===== src/rtl/ex_forward_hazard_ctrl.sv =====
// EX-stage operand forwarding with load-use / memory-wait hazard control for a 5-stage pipeline.
// Optional stall-cycle counter enabled by defining HAZ_STALL_CNT_EN.
module ex_forward_hazard_ctrl #(
  parameter int NUM_OPS = 2,
  parameter int ADDR_W  = 5,
  parameter int CNT_W   = 16
) (
  input  logic                      CLK,
  input  logic                      RESET,
  input  logic [NUM_OPS*ADDR_W-1:0] addr_ID,
  input  logic [ADDR_W-1:0]         rd_EX,
  input  logic                      wb_en_EX,
  input  logic                      mem_read_EX,
  input  logic [ADDR_W-1:0]         rd_MEM,
  input  logic                      wb_en_MEM,
  input  logic                      mem_busy,
  output logic [NUM_OPS*2-1:0]      fwd_sel_EX,
  output logic                      stall_IF_ID,
  output logic                      bubble_EX,
  output logic                      freeze,
  output logic [1:0]                state_o
`ifdef HAZ_STALL_CNT_EN
  ,
  input  logic                      cnt_clr,
  output logic [CNT_W-1:0]          stall_cnt
`endif
);

  typedef enum logic [1:0] {
    RUN        = 2'b00,
    LOAD_STALL = 2'b01,
    FREEZE     = 2'b10
  } state_t;

  localparam logic [1:0] SEL_RF  = 2'b00;
  localparam logic [1:0] SEL_MEM = 2'b01;
  localparam logic [1:0] SEL_WB  = 2'b10;

  // The producer now in EX (newer) wins over the one in MEM; x0 never forwards,
  // and a load in EX cannot forward from MEM next cycle (it is stalled instead).
  function automatic logic [1:0] fwd_pick(
    input logic [ADDR_W-1:0] a,
    input logic [ADDR_W-1:0] rd_ex,
    input logic              wb_ex,
    input logic              ld_ex,
    input logic [ADDR_W-1:0] rd_mem,
    input logic              wb_mem
  );
    logic [1:0] sel;
    sel = SEL_RF;
    if (a != '0) begin
      if (wb_ex && !ld_ex && (rd_ex == a)) begin
        sel = SEL_MEM;
      end else if (wb_mem && (rd_mem == a)) begin
        sel = SEL_WB;
      end
    end
    return sel;
  endfunction

  state_t                   state_p1;
  state_t                   state_nxt;
  logic [NUM_OPS*2-1:0]     fwd_sel_p1;
  logic [NUM_OPS*2-1:0]     fwd_sel_nxt;
  logic                     any_match;
  logic                     load_use;

  // ---- ID stage: hazard detection and early select computation ----
  always_comb begin
    any_match = 1'b0;
    for (int i = 0; i < NUM_OPS; i++) begin
      if (addr_ID[i*ADDR_W +: ADDR_W] == rd_EX) begin
        any_match = 1'b1;
      end
    end
    load_use = mem_read_EX && wb_en_EX && (rd_EX != '0) && any_match;
  end

  assign freeze      = mem_busy;
  assign bubble_EX   = load_use && !mem_busy;
  assign stall_IF_ID = freeze || bubble_EX;

  always_comb begin
    fwd_sel_nxt = '0;
    for (int i = 0; i < NUM_OPS; i++) begin
      fwd_sel_nxt[i*2 +: 2] = fwd_pick(addr_ID[i*ADDR_W +: ADDR_W], rd_EX, wb_en_EX,
                                       mem_read_EX, rd_MEM, wb_en_MEM);
    end
  end

  // ---- ID/EX boundary: registered forward selects ----
  always_ff @(posedge CLK) begin
    if (RESET) begin
      fwd_sel_p1 <= '0;
    end else if (freeze) begin
      fwd_sel_p1 <= fwd_sel_p1;
    end else if (bubble_EX) begin
      fwd_sel_p1 <= '0;
    end else begin
      fwd_sel_p1 <= fwd_sel_nxt;
    end
  end

  assign fwd_sel_EX = fwd_sel_p1;

  always_ff @(posedge CLK) begin
    if (RESET) begin
      state_p1 <= RUN;
    end else begin
      state_p1 <= state_nxt;
    end
  end

  // Memory wait dominates everything; leaving FREEZE goes straight to RUN even if a
  // load-use stall is raised in that same cycle.
  always_comb begin
    state_nxt = state_p1;
    if (mem_busy) begin
      state_nxt = FREEZE;
    end else begin
      unique case (state_p1)
        RUN:        state_nxt = load_use ? LOAD_STALL : RUN;
        LOAD_STALL: state_nxt = RUN;
        FREEZE:     state_nxt = RUN;
        default:    state_nxt = RUN;
      endcase
    end
  end

  assign state_o = state_p1;

`ifdef HAZ_STALL_CNT_EN
  function automatic logic [CNT_W-1:0] sat_inc(input logic [CNT_W-1:0] v);
    return (v == '1) ? v : v + CNT_W'(1);
  endfunction

  logic [CNT_W-1:0] stall_cnt_p1;

  always_ff @(posedge CLK) begin
    if (RESET || cnt_clr) begin
      stall_cnt_p1 <= '0;
    end else if (stall_IF_ID) begin
      stall_cnt_p1 <= sat_inc(stall_cnt_p1);
    end
  end

  assign stall_cnt = stall_cnt_p1;
`else
  // Counter absent; CNT_W stays in the parameter list so both builds share one interface.
  if (CNT_W > 0) begin : g_no_stall_cnt
  end
`endif

endmodule


===== config.mk =====
export PLATFORM = sky130hd
export DESIGN_NAME = ex_forward_hazard_ctrl
export DESIGN_NICKNAME = d
export VERILOG_FILES = /design/src/rtl/ex_forward_hazard_ctrl.sv
export SDC_FILE = /design/constraint.sdc
export NUM_CORES = 1
export LEC_CHECK = 0
export CORE_AREA = 3 3 40 42
export CTS_BUF_LIST = sky130_fd_sc_hd__clkbuf_8
export DETAILED_ROUTE_END_ITERATION = 10
export DIE_AREA = 0 0 43 45
export DONT_BUFFER_PORTS = 1
export GPL_TIMING_DRIVEN = 1
export MAX_ROUTING_LAYER = met4
export PLACE_DENSITY = 0.58
export SYNTH_ARGS = -nofsm -noshare
export SYNTH_HDL_FRONTEND = slang
export SYNTH_SLANG_ARGS = --single-unit

===== constraint.sdc =====
create_clock -name CLK -period 2 [get_ports CLK]
set_input_delay 0.3 -clock CLK [delete_from_list [all_inputs] [get_ports CLK]]
set_output_delay 0.3 -clock CLK [all_outputs]
set_load 0.02 [all_outputs]

==> flow_metrics.py, run 1 <==
metrics = {
    "status": {
        "status": "finished clean",
    },
    "worst_setup_path": {
        "end_kind": "primary output",
        "critPathBufInv": 0,
        "worstSetupPathType": "input port to primary output",
        "cp.required_ns": 1.70,
        "cp-start-kind": "input port",
        "slowest_delay_ns": 0.51,
        "crit_arrival_ns": 1.34,
        "timing.rr.end": "state_o[0]",
        "crit_chain": "or4_1 -> o211ai_1 -> a21o_2 -> nand2b_1",
        "path_delay_family": "simple AND/OR/NAND/NOR gates",
        "r2r_cells": 2,
        "slowest_stage": "or4_1",
        "path_max_fanout": 5,
        "ff2ff_setup_slack_ns": 1.05,
        "rr_startpoint": "state_o[1]",
    },
    "drt": {
        "firstDrtPassIters": 4,
        "vias": 463,
        "via_per_inst": 5.788,
        "initialDrtViolationCount": 5,
        "wirelength_um": 1325,
        "drtAntennaViolNets": 0,
        "routedWlPerCell_um": 16.56,
        "drc": 0,
    },
    "cts": {
        "cts_hold_repair.buffers": 0,
        "numCtsBuffers": 3,
        "path_clk_slew_ns": 0.03,
        "clock_sinks": 6,
        "clock_path_buffers": 2,
        "cts.repair.resized": 0,
        "cts_root_buf": "clkbuf_8",
        "cts_tree": "yes",
        "cts_setup_buffers": 0,
        "clkLatencyLatePin_ns": 0.22,
        "htree_levels": 1,
    },
    "logic_synthesis": {
        "syn-cell-area_um2": 526.8,
        "ys_ff_latch": 6,
        "ys_types": 19,
        "synth_nets": 90,
        "synth_cells": 64,
        "synth_warnings": 0,
        "syn_avg_cell_area_um2": 8.231,
        "ys_seq_area_share_pct": 22.80,
    },
    "power_and_ir_drop": {
        "leakagePower_nw": 0.1914,
        "ir_drop_mv": 0.3871,
        "total_power_mw": 0.3597,
        "powerDensity_nw_per_um2": 626.4,
    },
    "finish": {
        "area_growth_pct": 9.026,
        "diodes": 0,
        "utilization_pct": 44.69,
        "design_area_um2": 574.3,
        "final_nets": 93,
        "final_cells": 80,
        "drive_gt1_share_pct": 9.231,
    },
    "hold_path": {
        "hold_path.class": "input port to flip-flop",
        "min_to": "fwd_sel_EX[2]",
        "hold_start": "RESET",
        "worstHoldPathCells": 1,
    },
    "global_routing": {
        "antenna_found_initial": 0,
        "grt_overflow": 0,
        "grt_pass1_wl_um": 2070,
        "groute.usage.overall_pct": 14.76,
        "grt_pass1_vias": 491,
        "grt_start_max_net_pins": 12,
    },
    "die": {
        "start_util_pct": 40.99,
        "die_h_um": 45,
        "io_pins": 35,
        "fp-row-count": 13,
        "core_um2": 1285,
        "chipWidth_um": 43,
        "dieArea_um2": 1935,
    },
    "sta": {
        "finalCritPeriodShare_pct": 82.01,
        "tightest_slew_ns": 0.3774,
        "rsz0062_at_grt": "false",
        "clock.fmax_mhz": 609.7,
        "finalSetupViolations": 0,
        "post-route-min-period_ns": 1.640,
        "setup_slack_ns": 0.3598,
        "report.final.slew_viol_count": 0,
        "maxSlewHeadroom_pct": 74.75,
        "hold-worst-slack_ns": 0.1452,
        "hold_viol": 0,
        "skew_ns": 0.0003012,
        "setup_tns_ns": 0,
    },
    "placement": {
        "placed_cell_area_um2": 533.0,
        "gp_congestion": 0.7831,
        "portBuffers": 0,
        "dp_cells": 77,
        "hpwl_um": 1160,
        "dpl_worst_slack_ns": 0.3449,
    },
    "job": {
        "drv_cap": 0,
    },
}
-- area by class of cell --
type / count / area [um2]
flip-flops and latches: 6 / 120.1
well taps: 15 / 18.77
multi-input cells: 56 / 394.1
clock buffers: 3 / 41.29
fillers: 139 / 710.7
-- report_power, final --
group,internal (mW),switching [mW]
logic,0.0302,0.0271
registers,0.122,0.00282
clock network,0.129,0.0485
total,0.281,0.0785
-- cell usage after synthesis --
library cell,count,share of area (%)
xor2_1,14,23
nand4_1,2,2.4
a32o_1,2,3.8
a21o_2,1,1.7
xnor2_1,6,10
nand2b_1,2,2.4
or3_1,1,1.2
nor3_1,3,2.8
a21oi_1,4,3.8
nor4_1,2,2.4
nor2_1,5,3.6
buf_4,1,1.4
dfxtp_1,6,23
buf_2,1,0.95
or4_1,5,7.1
nor3_2,2,3.8
nor2b_1,2,2.4
o211ai_1,1,1.4
nand2_1,4,2.8
-- cells in the final DEF, fill, tap and decap left out, types with 2 or more instances in the layout --
cell type   n
a21oi_1     4
a32o_1      2
clkbuf_8    3
dfxtp_1     6
nand2_1     4
nand2b_1    2
nand4_1     2
nor2_1      5
nor2b_1     2
nor3_1      3
nor3_2      2
nor4_1      2
or4_1       5
xnor2_1     6
xor2_1     14
-- worst register-to-register path, stage by stage (launching register included) --
cell     delay (ns)
dfxtp_1        0.36
or3_1          0.39
nor3_1         0.13
-- how the worst max path moves through the flow --
stage / startpoint / to / slack (ns) / depth (start not counted)
2_1_floorplan: rd_EX[3] / stall_IF_ID / 0.45 / 4
3_3_place_gp: rd_EX[3] / stall_IF_ID / 0.36 / 4
3_5_place_dp: rd_EX[3] / stall_IF_ID / 0.34 / 4
4_1_cts: rd_EX[3] / stall_IF_ID / 0.35 / 4
5_1_grt: rd_EX[0] / bubble_EX / 0.31 / 5
6_report: rd_EX[3] / stall_IF_ID / 0.36 / 4
-- kinds of logic (layout without fill, tap and decap cells) --
| group | after synthesis | after routing | share of synthesized area (%) |
|---|---|---|---|
| buffers and inverters | 2 | 3 | 2.375 |
| AND/OR/NAND/NOR | 28 | 28 | 30.88 |
| AO/OA/AOI/OAI | 8 | 8 | 10.69 |
| XOR/XNOR | 20 | 20 | 33.25 |
| flip-flops | 6 | 6 | 22.80 |
-- flip-flops by register name, indices dropped and copies added (netlist names) --
signal / flops
state_o: 2
fwd_sel_EX: 4
-- per-layer routing --
layer	vias to the layer above	global-route usage (%)	share of wire [%]
met5	-	-	0
met4	0	3.614	0
met3	0	4.781	9.1
met2	21	26.95	54
met1	210	15.46	37
li1	232	-	-
No activity file was read; power rests on OpenSTA's default activity.
==> inputs of run 2 (changes only) <==
--- a/config.mk
+++ b/config.mk
@@ -12,7 +12,7 @@
 export DONT_BUFFER_PORTS = 1
 export GPL_TIMING_DRIVEN = 1
 export MAX_ROUTING_LAYER = met4
-export PLACE_DENSITY = 0.58
+export PLACE_DENSITY = 0.6
 export SYNTH_ARGS = -nofsm -noshare
 export SYNTH_HDL_FRONTEND = slang
 export SYNTH_SLANG_ARGS = --single-unit
==> constraint.sdc (replaced) <==
create_clock -name CLK -period 1.5 [get_ports CLK]
set_input_delay 0.225 -clock CLK [delete_from_list [all_inputs] [get_ports CLK]]
set_output_delay 0.225 -clock CLK [all_outputs]
set_load 0.02 [all_outputs]
==> run 2 against run 1 <==
Compared with the run above:
- cell area rose by 3.9%
- worst setup slack got worse by 0.33 ns
- worst hold slack got worse by 0.076 ns
- total power rose by 33%
- clock skew rose by 0.0024 ns
- critical endpoint is now bubble_EX
- count of clock-buffer cells in the layout did not move
- combinational power rose by 35%
==> flow_metrics.py, run 2 (synthesis gave the netlist of run 1 again) <==
metrics = {
    "cts": {
        "numCtsBuffers": 3,
        "cts.repair.resized": 0,
        "clock_sinks": 6,
        "path_clk_slew_ns": 0.04,
        "cts_root_buf": "clkbuf_8",
        "cts_setup_buffers": 0,
        "cts_tree": "yes",
        "clkLatencyLatePin_ns": 0.22,
        "cts_hold_repair.buffers": 0,
        "htree_levels": 1,
        "clock_path_buffers": 2,
    },
    "placement": {
        "portBuffers": 0,
        "hpwl_um": 1157,
        "gp_congestion": 0.8122,
        "dpl_worst_slack_ns": 0.01024,
        "placed_cell_area_um2": 548.0,
    },
    "hold_path": {
        "hold_start": "RESET",
        "worstHoldPathCells": 1,
        "min_to": "fwd_sel_EX[0]",
        "hold_path.class": "input port to flip-flop",
    },
    "drt": {
        "wirelength_um": 1271,
        "drc": 0,
        "firstDrtPassIters": 2,
        "drtAntennaViolNets": 0,
        "routedWlPerCell_um": 15.31,
        "via_per_inst": 5.590,
        "initialDrtViolationCount": 5,
        "vias": 464,
    },
    "finish": {
        "area_growth_pct": 13.30,
        "drive_gt1_share_pct": 13.24,
        "mostFrequentLayoutCell": "xor2_1",
        "final_cell_mix": "14 x xor2_1, 6 x xnor2_1, 6 x dfxtp_1",
        "diodes": 0,
        "design_area_um2": 596.8,
        "final_nets": 96,
        "largest_reg_flops": 4,
    },
    "power_and_ir_drop": {
        "total_power_mw": 0.4783,
        "ir_drop_mv": 0.5610,
        "switchingPower_mw": 0.1020,
        "internal_power_mw": 0.3763,
        "power_frac_seq_pct": 34.9,
        "powerDensity_nw_per_um2": 801.3,
        "combPwrFrac_pct": 16.1,
        "swShare_pct": 21.33,
        "leakagePower_nw": 0.2052,
        "power_frac_clock_pct": 49.0,
    },
    "global_routing": {
        "grt_pass1_wl_um": 2090,
        "grt_pass1_vias": 474,
        "antenna_found_initial": 0,
        "groute.usage.overall_pct": 14.94,
        "grt_overflow": 0,
        "grt_start_max_net_pins": 12,
    },
    "sta": {
        "tightest_slew_ns": 0.2795,
        "setup_tns_ns": 0,
        "maxSlewHeadroom_pct": 81.19,
        "clock.fmax_mhz": 681.9,
        "finalSetupViolations": 0,
        "post-route-min-period_ns": 1.467,
        "skew_ns": 0.002745,
        "hold_viol": 0,
        "finalCritPeriodShare_pct": 97.77,
        "report.final.slew_viol_count": 0,
        "setup_slack_ns": 0.03341,
        "rsz0062_at_grt": "true",
    },
    "die": {
        "start_util_pct": 40.99,
        "chipWidth_um": 43,
        "dieArea_um2": 1935,
        "die_h_um": 45,
        "core_um2": 1285,
        "io_pins": 35,
        "fp-row-count": 13,
    },
    "worst_setup_path": {
        "cp.required_ns": 1.27,
        "cp-start-kind": "input port",
        "crit_arrival_ns": 1.24,
        "worstSetupPathType": "input port to primary output",
        "rr_startpoint": "state_o[1]",
        "path_max_fanout": 3,
        "end_kind": "primary output",
        "timing.rr.end": "state_o[0]",
        "ff2ff_setup_slack_ns": 0.56,
        "r2r_cells": 2,
    },
    "job": {
        "drv_cap": 0,
    },
    "status": {
        "status": "finished clean",
    },
}
run 2: cell types whose count changed in the layout (fill, tap and decap cells not counted), sizes merged:
| cell | before | now |
|---|---|---|
| buf | 0 | 3 |
run 2: stage by stage:
stage	hold WS [ns]	std cells	utilization, %
2_1_floorplan	0.2941	64	-
3_5_place_dp	0.2979	79	42.65
5_1_grt	0.06425	83	46.45
3_3_place_gp	0.2966	79	42.65
6_report	0.06904	83	46.45
4_1_cts	0.06368	82	45.86
run 2: how the worst max path moves through the flow:
| stage | start | end | slack (ns) |
|---|---|---|---|
| floorplan | rd_EX[3] | stall_IF_ID | 0.1 |
| global placement | rd_EX[3] | bubble_EX | 0.005 |
| detailed placement | rd_EX[3] | bubble_EX | 0.01 |
| CTS | rd_EX[3] | bubble_EX | 0.008 |
| global route | rd_EX[3] | bubble_EX | -0.009 |
| finish | rd_EX[3] | bubble_EX | 0.03 |
run 2: power by group through the flow:
stage,clock network (mW),registers [mW],logic (mW)
after global routing,0.252,0.167,0.0876
after floorplan,0,0.169,0.0743
final,0.235,0.167,0.0771
after global placement,0,0.169,0.0761
after detailed placement,0,0.169,0.0775
after CTS,0.244,0.167,0.0776
run 2: area by class of cell:
| cell class | count | area (um2) |
|---|---|---|
| Timing Repair Buffer | 3 | 22.52 |
| Multi-Input combinational cell | 56 | 394.1 |
| Clock buffer | 3 | 41.29 |
| Sequential cell | 6 | 120.1 |
| Fill cell | 138 | 688.2 |
| Tap cell | 15 | 18.77 |
run 2: metal layers:
layer,routed length (um),GRT usage [%]
met5,0,-
met4,0,3.614
met3,86,5.179
met2,693,25.15
met1,490,17.15
run 2: critical path, stage by stage:
cell and delay [ns]:
or4_1 0.50, o211ai_1 0.19, a21o_2 0.14, nor2_1 0.04
buf_4 0.14
==> inputs of run 3 (changes only) <==
--- a/config.mk
+++ b/config.mk
@@ -13,6 +13,7 @@
 export GPL_TIMING_DRIVEN = 1
 export MAX_ROUTING_LAYER = met4
 export PLACE_DENSITY = 0.6
+export SKIP_LAST_GASP = 1
 export SYNTH_ARGS = -nofsm -noshare
 export SYNTH_HDL_FRONTEND = slang
 export SYNTH_SLANG_ARGS = --single-unit
==> results of run 3 <==
No change in the layout: final DEF, timing and power equal those of run 2.
